===== src/rtl/bus_pkg.sv =====
// Shared types and helpers for the bus generator / arbiter.
// Holds the ID field width, the lane FSM states and the ID extractor.
package bus_pkg;

    localparam int ID_W    = 8;
    localparam int MAX_PKT = 64;

    typedef enum logic [1:0] {
        IDLE = 2'd0,
        POP  = 2'd1,
        PUSH = 2'd2
    } state_t;

    // Destination ID sits in the top ID_W bits of a w-bit packet.
    function automatic logic [ID_W-1:0] dest_id(
        input logic [MAX_PKT-1:0] p,
        input int                 w
    );
        return p[w-1 -: ID_W];
    endfunction

endpackage


===== src/rtl/bus_arb_lane.sv =====
// One bus: round-robin grant, pop from the granted device,
// then push the packet to its destination(s).
module bus_arb_lane
    import bus_pkg::*;
#(
    parameter int              drvrs     = 4,
    parameter int              pckg_sz   = 16,
    parameter logic [ID_W-1:0] broadcast = 8'hFF
) (
    input  logic                             clk,
    input  logic                             reset,
    input  logic [drvrs-1:0]                 pndng,
    input  logic [drvrs-1:0][pckg_sz-1:0]    D_pop,
    output logic [drvrs-1:0]                 pop,
    output logic [drvrs-1:0]                 push,
    output logic [drvrs-1:0][pckg_sz-1:0]    D_push
);

    localparam int GW = (drvrs > 1) ? $clog2(drvrs) : 1;

    state_t             state;
    logic [GW-1:0]      rr_ptr;
    logic [GW-1:0]      gnt;
    logic [GW-1:0]      nxt;
    logic               found;
    logic [pckg_sz-1:0] pkt;
    logic [ID_W-1:0]    id;
    logic [drvrs-1:0]   dst;

    // First pending device at or after rr_ptr, wrapping around.
    always_comb begin
        int idx;
        idx   = 0;
        nxt   = '0;
        found = 1'b0;
        for (int i = 0; i < drvrs; i++) begin
            idx = int'(rr_ptr) + i;
            if (idx >= drvrs) idx = idx - drvrs;
            if (!found && pndng[idx]) begin
                found = 1'b1;
                nxt   = GW'(idx);
            end
        end
    end

    // Destination set for the granted device's head packet.
    always_comb begin
        id  = dest_id(MAX_PKT'(D_pop[gnt]), pckg_sz);
        dst = '0;
        for (int i = 0; i < drvrs; i++) begin
            if (id == broadcast)
                dst[i] = (GW'(i) != gnt);
            else
                dst[i] = (int'(id) == i);
        end
    end

    // Lane FSM; all strobes and the packet register are registered here.
    always_ff @(posedge clk or negedge reset) begin
        if (!reset) begin
            state  <= IDLE;
            rr_ptr <= '0;
            gnt    <= '0;
            pkt    <= '0;
            pop    <= '0;
            push   <= '0;
        end else begin
            unique case (state)
                IDLE: begin
                    push <= '0;
                    pop  <= '0;
                    if (found) begin
                        gnt      <= nxt;
                        pop[nxt] <= 1'b1;
                        state    <= POP;
                    end
                end
                POP: begin
                    pop   <= '0;
                    pkt   <= D_pop[gnt];
                    push  <= dst;
                    state <= PUSH;
                end
                PUSH: begin
                    push   <= '0;
                    rr_ptr <= (gnt == GW'(drvrs - 1)) ? '0 : GW'(gnt + 1'b1);
                    state  <= IDLE;
                end
                default: begin
                    pop   <= '0;
                    push  <= '0;
                    state <= IDLE;
                end
            endcase
        end
    end

    // Every device sees the captured packet; only push qualifies it.
    always_comb begin
        for (int i = 0; i < drvrs; i++) D_push[i] = pkt;
    end

endmodule


===== src/rtl/bus_generator_n_arbiter.sv =====
// Shared-bus generator and arbiter: one independent lane per bus.
// Each lane moves one packet per grant from a device FIFO to its target(s).
module bus_generator_n_arbiter
    import bus_pkg::*;
#(
    parameter int              bits      = 1,
    parameter int              drvrs     = 4,
    parameter int              pckg_sz   = 16,
    parameter logic [ID_W-1:0] broadcast = 8'hFF
) (
    input  logic                                     clk,
    input  logic                                     reset,
    input  logic [bits-1:0][drvrs-1:0]               pndng,
    input  logic [bits-1:0][drvrs-1:0][pckg_sz-1:0]  D_pop,
    output logic [bits-1:0][drvrs-1:0]               pop,
    output logic [bits-1:0][drvrs-1:0]               push,
    output logic [bits-1:0][drvrs-1:0][pckg_sz-1:0]  D_push
);

    for (genvar b = 0; b < bits; b++) begin : g_bus
        bus_arb_lane #(
            .drvrs     (drvrs),
            .pckg_sz   (pckg_sz),
            .broadcast (broadcast)
        ) u_lane (
            .clk    (clk),
            .reset  (reset),
            .pndng  (pndng[b]),
            .D_pop  (D_pop[b]),
            .pop    (pop[b]),
            .push   (push[b]),
            .D_push (D_push[b])
        );
    end

endmodule


===== config.mk =====
export PLATFORM = sky130hd
export DESIGN_NAME = bus_generator_n_arbiter
export DESIGN_NICKNAME = d
export VERILOG_FILES = /design/src/rtl/bus_pkg.sv /design/src/rtl/bus_arb_lane.sv /design/src/rtl/bus_generator_n_arbiter.sv
export SDC_FILE = /design/constraint.sdc
export NUM_CORES = 1
export LEC_CHECK = 0
export BUFFER_PORTS_ARGS = -buffer_cell sky130_fd_sc_hd__buf_2
export CAP_MARGIN = 40
export CORE_UTILIZATION = 41
export CTS_CLUSTER_SIZE = 20
export DETAILED_ROUTE_END_ITERATION = 6
export HOLD_SLACK_MARGIN = 0.15
export PLACE_DENSITY = 0.8
export SLEW_MARGIN = 20
export SYNTH_ARGS = -nofsm -noshare
export SYNTH_HDL_FRONTEND = slang
export SYNTH_HIERARCHICAL = 1
export SYNTH_SLANG_ARGS = --single-unit

===== constraint.sdc =====
create_clock -name clk -period 2.23 [get_ports clk]
set_input_delay 0.223 -clock clk [delete_from_list [all_inputs] [get_ports clk]]
set_output_delay 0.223 -clock clk [all_outputs]
set_load 0.03 [all_outputs]

* After elaboration in Yosys (flattened, before gate mapping)
Cells that the tools add are included.
** Cells by class
- Add/subtract/negate cells :: 8
- Reductions and logical operators :: 11
- Mux-type cells :: 38
- Order comparisons :: 11
- Equal/unequal tests :: 11
** Operators by type and width (count)
- $lt 32x4->1 const B :: 4
- $mux 32 :: 4
- $ge 32x4->1 const B :: 3
- $sub 32x4->32 const B :: 3
- $bmux 16 s2 :: 1
- $mux 1 :: 17
- $eq 8x3->1 const B :: 2
- $mux 16 :: 1
- $mux 2 :: 6
- $bmux 1 s2 :: 4
- $eq 8x2->1 const B :: 1
- $eq 8x8->1 const B :: 1
- $logic_not 8->1 :: 1
- $mux 4 :: 2
- $pmux 4 s2 :: 1
- $add 2x2->3 const B :: 2
- $lt 2x3->1 const B :: 2
- $eq 2x2->1 const B :: 2
- $logic_and 1x1->1 :: 4
- $ne 2x2->1 const A :: 2
- $pmux 2 s2 :: 1
- $sub 2x3->4 const B :: 1
- $add 2x1->3 const B :: 1
- $ge 2x3->1 const B :: 1
- other kinds (10) :: 12
** Word-level totals
- Register bits :: 30
- Output and inout bits :: 72
- Bits of input ports :: 70
- Logic and storage cells :: 85

* Longest topological paths before layout
Gate-level depths: netlist of the first run.
- Depth in word-level cells :: 21
- Mapped depth :: 5
- Gate-level depth less buffers :: 5

* Worst setup path after synthesis of the first run
No wires, ideal clock.
- Path kind :: flip-flop to flip-flop
- Start point :: register g_bus[0].u_lane.gnt[0]
- End point :: register g_bus[0].u_lane.push[1]
- Data arrival time :: 1619 ps
- Setup slack :: 510 ps
- Cell stages (with the launch flop) :: 6
- Data required time :: 2129 ps
- Buffers on the path :: 1
- Setup time :: 101 ps
- Clock period less this slack :: 1720 ps
- Path through :: dfrtp_1 buf_6 mux4_2 nor4_2 nand2_1 o32ai_1
** On the way
- Word-level cells in the longest chain between the ends :: 5
- Elaborated cells on any way between the ends :: 7
- Those cells by class :: eq/ne (3); mux (4)
** Ends and longest elaborated chain
- from (decl) :: RTL line bus_arb_lane.sv:23 : logic [GW-1:0] gnt;
- from (signal assigned) :: RTL line bus_arb_lane.sv:73 : gnt <= nxt;
- $bmux 16 s2 :: RTL line bus_arb_lane.sv:48 : id = dest_id(MAX_PKT'(D_pop[gnt]), pckg_sz);
- $mux 16 (not written as such) :: RTL line bus_arb_lane.sv:48
- $eq 8x2->1 / $eq 8x8->1 (equally long branches) :: RTL line bus_arb_lane.sv:54, bus_arb_lane.sv:51
- $mux 1 * :: RTL line bus_arb_lane.sv:51 : if (id == broadcast)
- $mux 4 * :: RTL line bus_arb_lane.sv:68 : unique case (state)
- to (signal assigned) :: RTL line bus_arb_lane.sv:81 : push <= dst;
- to (decl) :: RTL line bus_arb_lane.sv:15 : output logic [drvrs-1:0] push,
Mark *: on every way between the ends. The rest lies on a longest branch, timed or not. The select of a mux whose other input is x is not followed.
A chain may end at the register's enable or synchronous reset.

* Final worst setup path of the first run
- Start point :: register g_bus[0].u_lane.gnt[0]
- End point :: register g_bus[0].u_lane.push[3]
** On the way
- Word-level cells in the longest chain between the ends :: 5
- Elaborated cells on any way between the ends :: 7
- Those cells by class :: eq/ne (3); mux (4)
** Ends and longest elaborated chain (RTL line)
- $bmux 16 s2 :: bus_arb_lane.sv:48
- $mux 16 (not written as such) :: bus_arb_lane.sv:48
- $eq 8x3->1 / $eq 8x8->1 (equally long branches) :: bus_arb_lane.sv:54, bus_arb_lane.sv:51
- $mux 1 * :: bus_arb_lane.sv:51
- $mux 4 * :: bus_arb_lane.sv:68
Marked as above.

==> impl_summary.txt, run 1 <==
----------------------------------------------------
[Global routing]
  Grt met3 use ... 0.0514
  Overall Global Routing Usage ... 0.208
  Global-route wire length before repair ... slightly above 8000 µm
  Initial antenna violation count ... 0
  Total congestion overflow after global routing ... 0
  Met1 GRT Util ... 0.255
  Pin count of the biggest net entering global routing ... 31
  Global-route met2 utilization ... 0.369
  Peak-usage layer in the global routing report ... met2
  Via count of the first global-routing pass ... about 1.7k

[Floorplan]
  Cell Rows ... 25
  Placeable core region ... 4750 µm²
  Initial standard-cell utilization of the core ... 0.427
  Y dimension of the die ... between 70 and 80 µm
  Count of pins on the block boundary ... between 100 and 150
  Die outline area ... 5240 µm²
  Die width ... 72.4 µm

[Power]
  Overall Power ... 4.45 mW
  Switching power ... 2.47 mW
  Power per cell area ... 1730 nW/µm²
  Logic gate share of total power ... 0.667
  Worst voltage drop across the vdd grid ... approximately 0.00090 V
  Pleak ... ~1.4 nW
  Clock Power Share ... 0.102
  Proportion of total power due to net switching ... 0.555
  Internal power summed over all cells ... slightly below 2 mW
  Share of total power in sequential cells ... 0.232

[Synthesis]
  Average cell area after synthesis ... 10.2 µm²
  Sequential-to-total area share from yosys stat ... 0.369
  Most common cell in the netlist ... nand2_1
  Count of unique library cells instantiated by Yosys ... 33
  Synthesis Warnings ... 6
  Async set or reset register ratio after synthesis ... 1.00
  Library cell occupying the most area in the post-synthesis netlist ... dfrtp_1
  Net Count, Synth ... ~270
  Share of Yosys cell area claimed by the top area cell type ... 0.369
  Number of flops mapped to enable cells by yosys ... 0
  Area of the mapped netlist ... just over 2000 µm²
  Number of flip-flops and latches in the synthesized netlist ... 30
  Primary FF master, synth ... dfrtp_1
  Gate Count Post-Synth ... between 150 and 200
  Most used standard cells in the synthesized netlist ... nand2_1, buf_4, dfrtp_1, mux4_2, o21ai_0
  Top post-synthesis cells by area ... dfrtp_1, buf_4, mux4_2, nand2_1, mux4_1

[Detailed routing]
  Number of vias per cell ... approximately 5
  Count of antenna-violating nets left after detailed routing ... 0
  Detailed Routing Iterations Pass 1 ... 4
  DR WL/cell ... 14.4 µm
  Detailed router's first-iteration violation count ... 81
  Post-detailed-route DRC marker count ... 0
  Routed WL ... 5250 µm
  Routed via count ... roughly 1.8k

[Placement]
  Placement Cell Area ... 2460 µm²
  Count of buffers from port buffering ... around 140
  Dpl cells ... between 300 and 400
  Post-placement worst setup slack ... ~0.32 ns
  HPWL Detailed ... 4200 µm
  GPL Wtd Cong ... about 0.85

[CTS]
  Skew-Pair Late Insertion Delay ... around 0.28 ns
  Count of cells resized by post-cts repair ... 0
  CTS H-tree depth ... 2
  CTS Root Buffer Type ... clkbuf_8
  TritonCTS clock tree ... done
  Clock tree buffer depth ... 2
  Clock Sink Count ... 30
  Clock-pin slew reported for the worst setup and hold paths after clock tree synthesis ... approximately 0.07 ns
  Number of buffers added by the clock tree synthesis step ... 5

[Worst setup path]
  Number of cells on the worst reg-to-reg path ... 5
  Max FO, Critical Path ... 12
  Reg-to-reg slack, setup ... 0.28 ns
  Critical path class ... reg -> reg
  Signal arrival time at the worst endpoint ... between 2 and 2.5 ns
  Data required time of the critical path ... 2.40 ns
  Cell at the slowest stage of the critical path ... mux4_1
  Worst path cell trace ... buf_12 -> mux4_1 -> nor3_1 -> nand2_1 -> o32ai_1
  Kind of start point of the critical path ... register
  Crit Reg-Reg Startpoint ... g_bus[0].u_lane/gnt[0]
  Longest individual stage delay on the worst path ... between 0.6 and 0.7 ns
  R2R Path End ... g_bus[0].u_lane/push[3]
  Kind of end point of the critical path ... register

[STA]
  Setup slack after layout ... 0.281 ns
  Final critical-path required period ... roughly 2 ns
  Setup-violating endpoint count in the final report ... 0
  Number of pins exceeding their max-slew limit in the final report ... 0
  Hold slack ... 0.346 ns
  Clock skew after layout ... 0.00462 ns
  Count of endpoints failing hold in the final timing report ... 0
  Maximum frequency from static timing analysis ... between 0.5 and 0.6 GHz
  Setup TNS ... 0 ns
  Tightest Pin Transition ... 0.673 ns
  RSZ-0062 raised after global routing ... no
  Rel. slew slack ... 0.551
  Portion of the clock cycle consumed by the worst path in the final layout ... 0.874

[Finish]
  NumNets Final ... 370
  Filler instances ... approximately 440
  Area growth syn-to-layout ... 26.2%
  Fin util ... 0.539
  Post-route cell area ... between 2000 and 3000 µm²
  Post-route insts no fill ... between 300 and 400
  Fraction of layout instances using a drive strength above 1 ... 0.576
  Antenna cells ... 0

[Hold path]
  Hold Crit Start ... D_pop[0]
  Hold Path Depth ... 4
  End point of the most critical hold path ... g_bus[0].u_lane/pkt[0]
  Path type of the worst min-delay path ... in -> reg

[Flow run]
  MaxCap Viol Count ... 0

[Outcome]
  Run status ... finished clean

----------------------------------------------------
-- layout by cell type (no fill, tap or decap), drive strengths merged, types with 4 or more instances in the layout --
cell,count
ha,4
buf,145
mux4,16
nand2,50
inv,7
clkbuf,7
o21ai,6
o32ai,4
dfrtp,30
-- worst max-delay path by stage --
stage | slack, ns | cells past startpoint | endpoint | from
2_1_floorplan | 0.51 | 5 | g_bus[0].u_lane/push[1] | g_bus[0].u_lane/gnt[0]
3_3_place_gp | 0.43 | 5 | g_bus[0].u_lane/push[3] | g_bus[0].u_lane/gnt[0]
3_5_place_dp | 0.32 | 5 | g_bus[0].u_lane/push[0] | g_bus[0].u_lane/gnt[0]
4_1_cts | 0.30 | 5 | g_bus[0].u_lane/push[3] | g_bus[0].u_lane/gnt[0]
5_1_grt | 0.17 | 4 | g_bus[0].u_lane/push[0] | g_bus[0].u_lane/gnt[1]
6_report | 0.28 | 5 | g_bus[0].u_lane/push[3] | g_bus[0].u_lane/gnt[0]
-- layout make-up --
type / count / area (µm²) / area share
Multi-Input combinational cell: 106 / 855 / 0.333
Inverter: 7 / 26.3 / 0.0102
Tap cell: 67 / 83.8 / 0.0327
Clock inverter: 1 / 5.00 / 0.00195
Timing Repair Buffer: 146 / 758 / 0.296
Sequential cell: 30 / 751 / 0.293
Clock buffer: 7 / 86.3 / 0.0337
-- timing repair --
| action | in CTS | in global routing |
|---|---|---|
| hold endpoints to repair | 30 | 0 |
| buffers inserted | 0 | 0 |
| hold buffers | 1 | 0 |
-- per-layer routing --
layer	wire length [µm]	share of wire
met5	0	0
met4	58	0.011
met3	405	0.077
met2	2670	0.51
met1	2120	0.40
-- power by group through the flow --
stage	combinational (mW)	sequential (mW)	clock (mW)
final	2.97	1.03	0.452
after global routing	3.18	1.08	0.477
after CTS	2.98	1.04	0.449
after detailed placement	2.97	1.04	0
after global placement	2.93	1.02	0
after floorplan	2.39	1.33	0
-- cells by family after synthesis --
family	synth area share
adders and majority gates	0.0246
and+or+nand+nor	0.136
buffers and inverters	0.210
muxes	0.193
DFF	0.369
AOI/OAI and AO/OA	0.0665
-- registers in the layout, summed over array words and instances, names as in the netlist --
name,cells
g_bus.u_lane/pop,4
g_bus.u_lane/push,4
g_bus.u_lane/state,2
g_bus.u_lane/rr_ptr,2
g_bus.u_lane/gnt,2
g_bus.u_lane/pkt,16
-- critical path: cells and delay by family (launching register included) --
family / cells / cell delay [ns]
multiplexers: 1 / 0.62
flip-flops: 1 / 0.39
AO/OA/AOI/OAI: 1 / 0.28
AND/OR/NAND/NOR: 2 / 0.38
buffers and inverters: 1 / 0.17
Power figures use the tool's default switching activity.
==> run 2: changes to the inputs <==
--- a/config.mk
+++ b/config.mk
@@ -7,11 +7,10 @@
 export LEC_CHECK = 0
 export BUFFER_PORTS_ARGS = -buffer_cell sky130_fd_sc_hd__buf_2
 export CAP_MARGIN = 40
-export CORE_UTILIZATION = 41
+export CORE_UTILIZATION = 30
 export CTS_CLUSTER_SIZE = 20
 export DETAILED_ROUTE_END_ITERATION = 6
 export HOLD_SLACK_MARGIN = 0.15
-export PLACE_DENSITY = 0.8
 export SLEW_MARGIN = 20
 export SYNTH_ARGS = -nofsm -noshare
 export SYNTH_HDL_FRONTEND = slang
==> constraint.sdc (replaced) <==
create_clock -name clk -period 2 [get_ports clk]
set_input_delay 0.2 -clock clk [delete_from_list [all_inputs] [get_ports clk]]
set_output_delay 0.2 -clock clk [all_outputs]
set_load 0.03 [all_outputs]
==> impl_summary.txt, run 2 (synthesis results as in run 1) <==
----------------------------------------------------
[Outcome]
  Run status ... finished with violations (was finished clean)
  Violated checks ... DRC

[Detailed routing]
  Detailed Routing Iterations Pass 1 ... 7 (was 4)
  Routed WL ... 4980 µm (was 5250 µm)
  DR WL/cell ... 13.1 µm (was 14.4 µm)
  Post-detailed-route DRC marker count ... 8 (was 0)
  Detailed router's first-iteration violation count ... 105 (was 81)
  Count of antenna-violating nets left after detailed routing ... 0 (unchanged)
  Routed via count ... 1758 (was 1789)
  Number of vias per cell ... 4.64 (was 4.91)

[Worst setup path]
  Max FO, Critical Path ... 13 (was 12)
  Number of cells on the worst reg-to-reg path ... 5 (unchanged)
  Kind of end point of the critical path ... register (unchanged)
  Kind of start point of the critical path ... register (unchanged)
  Critical path class ... reg -> reg (unchanged)
  Signal arrival time at the worst endpoint ... 2.08 ns (was 2.12 ns)
  Data required time of the critical path ... 2.18 ns (was 2.40 ns)

[Placement]
  GPL Wtd Cong ... 0.870 (was 0.848)
  Post-placement worst setup slack ... 0.0562 ns (was 0.315 ns)
  HPWL Detailed ... 4020 µm (was 4200 µm)
  Count of buffers from port buffering ... 141 (unchanged)

[Finish]
  Antenna cells ... 0 (unchanged)
  Commonest non-fill, non-tap cells in the layout ... buf_2, nand2_1, dfrtp_1, mux4_2 (unchanged)
  Fin util ... 0.409 (was 0.539)
  Fraction of layout instances using a drive strength above 1 ... 0.586 (was 0.576)
  NumNets Final ... 375 (was 370)
  Largest register FFs ... 16 (unchanged)
  Commonest non-fill, non-tap cell in the layout ... buf_2 (unchanged)
  Reg with most FFs ... g_bus.u_lane/pkt (unchanged)
  Top flop regs ... g_bus.u_lane/pkt: 16 flops, g_bus.u_lane/pop: 4 flops, g_bus.u_lane/push: 4 flops (unchanged)
  Area growth syn-to-layout ... 30.0% (was 26.2%)

[CTS]
  Clock tree buffer depth ... 2 (unchanged)
  CTS Root Buffer Type ... clkbuf_8 (unchanged)
  Clock Sink Count ... 30 (unchanged)
  Skew-Pair Late Insertion Delay ... 0.28 ns (about the same)
  Number of buffers added by the clock tree synthesis step ... 5 (unchanged)
  CTS H-tree depth ... 2 (unchanged)
  Clock-pin slew reported for the worst setup and hold paths after clock tree synthesis ... 0.07 ns (about the same)
  TritonCTS clock tree ... done (unchanged)

[Power]
  Worst voltage drop across the vdd grid ... 0.000662 V (was 0.000896 V)
  Pleak ... 1.46 nW (was 1.43 nW)
  Power per cell area ... 1920 nW/µm² (was 1730 nW/µm²)

[Floorplan]
  Initial standard-cell utilization of the core ... 0.315 (was 0.427)
  Die outline area ... 7110 µm² (was 5240 µm²)
  Y dimension of the die ... 84.3 µm (was 72.4 µm)
  Placeable core region ... 6460 µm² (was 4750 µm²)
  Count of pins on the block boundary ... 142 (unchanged)
  Cell Rows ... 29 (was 25)
  Die width ... 84.3 µm (was 72.4 µm)

[STA]
  Count of endpoints failing hold in the final timing report ... 0 (unchanged)
  Tightest Pin Transition ... 0.683 ns (was 0.673 ns)
  Setup TNS ... 0 ns (unchanged)
  Maximum frequency from static timing analysis ... 0.527 GHz (was 0.513 GHz)
  Setup slack after layout ... 0.103 ns (was 0.281 ns)
  Clock skew after layout ... 0.00736 ns (was 0.00462 ns)
  Rel. slew slack ... 0.545 (was 0.551)
  Portion of the clock cycle consumed by the worst path in the final layout ... 0.949 (was 0.874)
  RSZ-0062 raised after global routing ... no (unchanged)
  Final critical-path required period ... 1.90 ns (was 1.95 ns)
  Number of pins exceeding their max-slew limit in the final report ... 0 (unchanged)
  Setup-violating endpoint count in the final report ... 0 (unchanged)

[Global routing]
  Via count of the first global-routing pass ... 1726 (was 1727)
  Initial antenna violation count ... 0 (unchanged)
  Global-route wire length before repair ... 7980 µm (was 8110 µm)
  Overall Global Routing Usage ... 0.144 (was 0.208)
  Total congestion overflow after global routing ... 0 (unchanged)
  Pin count of the biggest net entering global routing ... 31 (unchanged)

[Flow run]
  MaxCap Viol Count ... 0 (unchanged)

[Hold path]
  Hold Path Depth ... 4 (unchanged)
  Path type of the worst min-delay path ... in -> reg (unchanged)

----------------------------------------------------
==> run 2: final timing paths <==
check / from / end / slack, ns
setup / recovery: g_bus[0].u_lane/gnt[0] / g_bus[0].u_lane/push[1] / 0.10
hold / removal: D_pop[50] / g_bus[0].u_lane/pkt[2] / 0.32
setup reg to reg: g_bus[0].u_lane/gnt[0] / g_bus[0].u_lane/push[1] / 0.10
hold reg to reg: g_bus[0].u_lane/pop[0] / g_bus[0].u_lane/pop[0] / 0.49
max in group asynchronous: reset / g_bus[0].u_lane/gnt[0] / 1.03
min in group asynchronous: reset / g_bus[0].u_lane/rr_ptr[0] / 0.49
==> run 2: through the flow <==
stage	hold WS [ns]	area, µm²	std cells	power (mW)
floorplan	-0.0956	2030	199	4.14
global placement	0.278	2540	370	4.55
detailed placement	0.287	2540	370	4.60
CTS	0.316	2640	379	5.12
global route	0.324	2640	379	5.39
finish	0.321	2640	379	5.06
==> run 2: final cells by class <==
type | count | area (µm²)
Sequential cell | 30 | 752
Inverter | 7 | 26.3
Clock inverter | 1 | 5.00
Fill cell | 660 | 3820
Clock buffer | 7 | 86.3
Timing Repair Buffer | 151 | 821
Multi-Input combinational cell | 106 | 855
Tap cell | 77 | 96.3
==> run 2: routing by layer <==
layer	wire length, µm	vias up	GRT usage
met2	2350	90	0.240
met1	2140	817	0.176
met3	390	10	0.0452
met5	0	-	0
met4	102	0	0.0502
li1	-	841	-
==> run 2: power by group <==
group | switching, mW | internal [mW]
Sequential | 0.249 | 0.869
Clock | 0.228 | 0.277
Combinational | 2.28 | 1.16
==> run 2: what timing repair did <==
item | in CTS | in global routing
setup endpoints to repair | 0 | 4
hold buffers | 1 | 0
setup buffers | 0 | 0
resized for setup | 0 | 1
hold endpoints to repair | 30 | 0
==> run 2: critical path, stage by stage, from the launching register on <==
cell	delay, ns
dfrtp_2	0.41
buf_12	0.16
mux4_1	0.62
nor3_1	0.22
nand2_1	0.14
o32ai_1	0.26
==> run 3: changes to the inputs <==
--- a/config.mk
+++ b/config.mk
@@ -5,6 +5,7 @@
 export SDC_FILE = /design/constraint.sdc
 export NUM_CORES = 1
 export LEC_CHECK = 0
+export ABC_AREA = 1
 export BUFFER_PORTS_ARGS = -buffer_cell sky130_fd_sc_hd__buf_2
 export CAP_MARGIN = 40
 export CORE_UTILIZATION = 30
==> impl_summary.txt, run 3 <==
----------------------------------------------------
[CTS]
  Number of buffers added by the clock tree synthesis step ... 5 (unchanged)
  Count of cells resized by post-cts repair ... 0 (unchanged)
  CTS Root Buffer Type ... clkbuf_8 (unchanged)
  Hold buffer count at CTS ... 1 (unchanged)
  Clock-pin slew reported for the worst setup and hold paths after clock tree synthesis ... 0.07 ns (about the same)
  TritonCTS clock tree ... done (unchanged)
  Clock Sink Count ... 30 (unchanged)
  CTS H-tree depth ... 2 (unchanged)
  Skew-Pair Late Insertion Delay ... 0.28 ns (about the same)
  Setup Buffers After CTS ... 0 (unchanged)
  Clock tree buffer depth ... 2 (unchanged)

[STA]
  Hold slack ... 0.230 ns (was 0.321 ns)
  RSZ-0062 raised after global routing ... no (unchanged)
  Setup slack after layout ... 0.315 ns (was 0.103 ns)
  Rel. slew slack ... 0.541 (was 0.545)
  Count of endpoints failing hold in the final timing report ... 0 (unchanged)
  Number of pins exceeding their max-slew limit in the final report ... 0 (unchanged)
  Portion of the clock cycle consumed by the worst path in the final layout ... 0.842 (was 0.949)
  Setup-violating endpoint count in the final report ... 0 (unchanged)
  Maximum frequency from static timing analysis ... 0.594 GHz (was 0.527 GHz)
  Setup TNS ... 0 ns (unchanged)
  Final critical-path required period ... 1.68 ns (was 1.90 ns)
  Clock skew after layout ... 0.00573 ns (was 0.00736 ns)
  Tightest Pin Transition ... 0.689 ns (was 0.683 ns)

[Worst setup path]
  Worst path cell trace ... buf_4 -> nand2_1 -> nand3_1 -> nand2_1 -> nor2_1 -> and2_4 -> nand2_4 -> o21ai_2 -> nand2_1 -> nor2_1 (was buf_12 -> mux4_1 -> nor3_1 -> nand2_1 -> o32ai_1)
  Kind of end point of the critical path ... register (unchanged)
  Cell seen most often among critical-path stages ... nand2_1
  Count of buffering cells on the critical path with inverters included ... 1 (unchanged)
  Cell at the slowest stage of the critical path ... dfrtp_1 (was mux4_1)
  Kind of start point of the critical path ... register (unchanged)
  Gate family responsible for the most delay along the worst path ... simple AND/OR/NAND/NOR gates (was multiplexers)
  Max FO, Critical Path ... 16 (was 13)
  Signal arrival time at the worst endpoint ... 1.89 ns (was 2.08 ns)
  Data required time of the critical path ... 2.20 ns (was 2.18 ns)
  Critical path class ... reg -> reg (unchanged)
  Longest individual stage delay on the worst path ... 0.46 ns (was 0.62 ns)

[Placement]
  GPL Wtd Cong ... 0.872 (was 0.870)
  HPWL Detailed ... 4950 µm (was 4020 µm)
  Count of buffers from port buffering ... 141 (unchanged)
  Post-placement worst setup slack ... 0.335 ns (was 0.0562 ns)

[Hold path]
  Path type of the worst min-delay path ... in -> reg (unchanged)

[Synthesis]
  Share of Yosys cell area claimed by the top area cell type ... 0.301 (was 0.369)
  Number of flops mapped to enable cells by yosys ... 0 (unchanged)
  Library cell occupying the most area in the post-synthesis netlist ... dfrtp_1 (unchanged)
  Average cell area after synthesis ... 6.93 µm² (was 10.2 µm²)
  Most used standard cells in the synthesized netlist ... nand2_1, nor2_1, buf_4, nand3_1, dfrtp_1 (was nand2_1, buf_4, dfrtp_1, mux4_2, o21ai_0)
  Top post-synthesis cells by area ... dfrtp_1, buf_4, nand2_1, nor2_1, nand3_1 (was dfrtp_1, buf_4, mux4_2, nand2_1, mux4_1)
  Most common cell in the netlist ... nand2_1 (unchanged)
  Primary FF master, synth ... dfrtp_1 (unchanged)
  Async set or reset register ratio after synthesis ... 1.00 (unchanged)
  Area of the mapped netlist ... 2490 µm² (was 2030 µm²)
  Number of flip-flops and latches in the synthesized netlist ... 30 (unchanged)
  Sequential-to-total area share from yosys stat ... 0.301 (was 0.369)
  Synthesis Warnings ... 6 (unchanged)
  Gate Count Post-Synth ... 360 (was 199)
  Net Count, Synth ... 434 (was 273)
  Count of unique library cells instantiated by Yosys ... 30 (was 33)

[Global routing]
  Global-route wire length before repair ... 10100 µm (was 7980 µm)
  Overall Global Routing Usage ... 0.147 (was 0.144)
  Total congestion overflow after global routing ... 0 (unchanged)
  Initial antenna violation count ... 0 (unchanged)
  Via count of the first global-routing pass ... 2221 (was 1726)
  Pin count of the biggest net entering global routing ... 36 (was 31)

[Floorplan]
  Die width ... 93.2 µm (was 84.3 µm)
  Y dimension of the die ... 93.2 µm (was 84.3 µm)
  Die outline area ... 8680 µm² (was 7110 µm²)
  Count of pins on the block boundary ... 142 (unchanged)
  Cell Rows ... 32 (was 29)
  Initial standard-cell utilization of the core ... 0.316 (was 0.315)
  Placeable core region ... 7890 µm² (was 6460 µm²)

[Detailed routing]
  Routed via count ... 2499 (was 1758)
  Metal3 WL ... 352 µm (was 390 µm)
  WL met1 ... 2760 µm (was 2140 µm)
  Post-detailed-route DRC marker count ... 0 (was 8)
  DR WL/cell ... 11.4 µm (was 13.1 µm)
  Detailed Routing Iterations Pass 1 ... 4 (was 7)
  Detailed router's first-iteration violation count ... 76 (was 105)
  Uppermost signal routing layer after detailed routing ... met4 (unchanged)
  Routed WL ... 6300 µm (was 4980 µm)
  Metal2 WL ... 3130 µm (was 2350 µm)
  Count of antenna-violating nets left after detailed routing ... 0 (unchanged)
  Number of vias per cell ... 4.51 (was 4.64)

[Finish]
  Area growth syn-to-layout ... 20.2% (was 30.0%)
  Top flop regs ... g_bus.u_lane/pkt: 16 flops, g_bus.u_lane/pop: 4 flops, g_bus.u_lane/push: 4 flops (unchanged)
  Fraction of layout instances using a drive strength above 1 ... 0.405 (was 0.586)
  Commonest non-fill, non-tap cell in the layout ... buf_2 (unchanged)
  Antenna cells ... 0 (unchanged)
  Reg with most FFs ... g_bus.u_lane/pkt (unchanged)
  Commonest non-fill, non-tap cells in the layout ... buf_2, nand2_1, nor2_1, nand3_1, dfrtp_1 (was buf_2, nand2_1, dfrtp_1, mux4_2)
  NumNets Final ... 525 (was 375)
  Largest register FFs ... 16 (unchanged)

[Power]
  Share of total power in sequential cells ... 0.188 (was 0.221)
  Worst voltage drop across the vdd grid ... 0.000651 V (was 0.000662 V)
  Switching power ... 3.53 mW (was 2.75 mW)
  Logic gate share of total power ... 0.710 (was 0.679)
  Pleak ... 1.67 nW (was 1.46 nW)
  Clock Power Share ... 0.101 (was 0.100)
  Internal power summed over all cells ... 2.44 mW (was 2.31 mW)
  Proportion of total power due to net switching ... 0.592 (was 0.544)
  Power per cell area ... 1990 nW/µm² (was 1920 nW/µm²)

[Flow run]
  MaxCap Viol Count ... 0 (unchanged)

[Outcome]
  Run status ... finished clean (was finished with violations)

----------------------------------------------------
==> run 3: cell count changes in the layout (fill, tap and decap cells not counted), sizes merged, moves of 4 or more <==
cell / before / now
nand3: 1 / 35
buf: 150 / 146
inv: 7 / 19
o32ai: 4 / 0
mux4: 16 / 0
nor2: 3 / 58
nand2: 50 / 103
a31oi: 0 / 8
o21ai: 6 / 30
==> run 3: logic make-up after synthesis <==
logic type / count (synthesis) / share of synthesized area
adder cells (fa/ha/maj): 4 / 0.0201
flip-flops: 30 / 0.301
AND/OR/NAND/NOR: 205 / 0.367
AO/OA/AOI/OAI: 39 / 0.0838
buffers and inverters: 82 / 0.228
==> run 3: final cells by class <==
type | count | area, µm²
multi-input cells | 248 | 1170
repair buffers | 147 | 753
well taps | 102 | 128
flip-flops and latches | 30 | 751
clock inverters | 2 | 37.5
clock buffers | 6 | 72.6
fillers | 887 | 4890
inverters | 19 | 81.3
==> run 3: power by group through the flow <==
stage | Sequential [mW] | Clock, mW | Combinational, mW
after floorplan | 1.44 | 0 | 3.63
after global placement | 1.13 | 0 | 4.24
after detailed placement | 1.14 | 0 | 4.27
after CTS | 1.13 | 0.626 | 4.27
after global routing | 1.18 | 0.658 | 4.66
final | 1.12 | 0.605 | 4.24
==> run 3: path summary, 6_finish.rpt <==
| kind | cells past startpoint | slack [ns] | startpoint | endpoint |
|---|---|---|---|---|
| setup reg to reg | 10 | 0.32 | g_bus[0].u_lane/gnt[0] | g_bus[0].u_lane/push[0] |
| min in group asynchronous | 2 | 0.49 | reset | g_bus[0].u_lane/rr_ptr[1] |
| hold reg to reg | 2 | 0.48 | g_bus[0].u_lane/pop[0] | g_bus[0].u_lane/pop[0] |
| max in group asynchronous | 2 | 1.05 | reset | g_bus[0].u_lane/pkt[4] |
| hold / removal | 3 | 0.23 | D_pop[19] | g_bus[0].u_lane/pkt[3] |
| setup / recovery | 10 | 0.32 | g_bus[0].u_lane/gnt[0] | g_bus[0].u_lane/push[0] |
==> run 3: per-stage QoR <==
stage          std cells  utilization  total power, mW  cell area (µm²)
2_1_floorplan        360            -             5.07             2490
3_3_place_gp         545        0.365             5.37             2880
3_5_place_dp         545        0.365             5.41             2880
4_1_cts              554        0.380             6.03             3000
5_1_grt              554        0.380             6.50             3000
6_report             554        0.380             5.97             3000
==> run 3: routing by layer <==
layer,vias to the layer above,track usage
li1,1278,-
met1,1129,0.180
met2,88,0.256
met3,4,0.0333
met4,0,0.0487
met5,-,0
==> run 3: tightest hold or removal path, stage by stage <==
cell and delay, ns:
buf_2 0.08, o21ai_0 0.06, a31oi_1 0.13
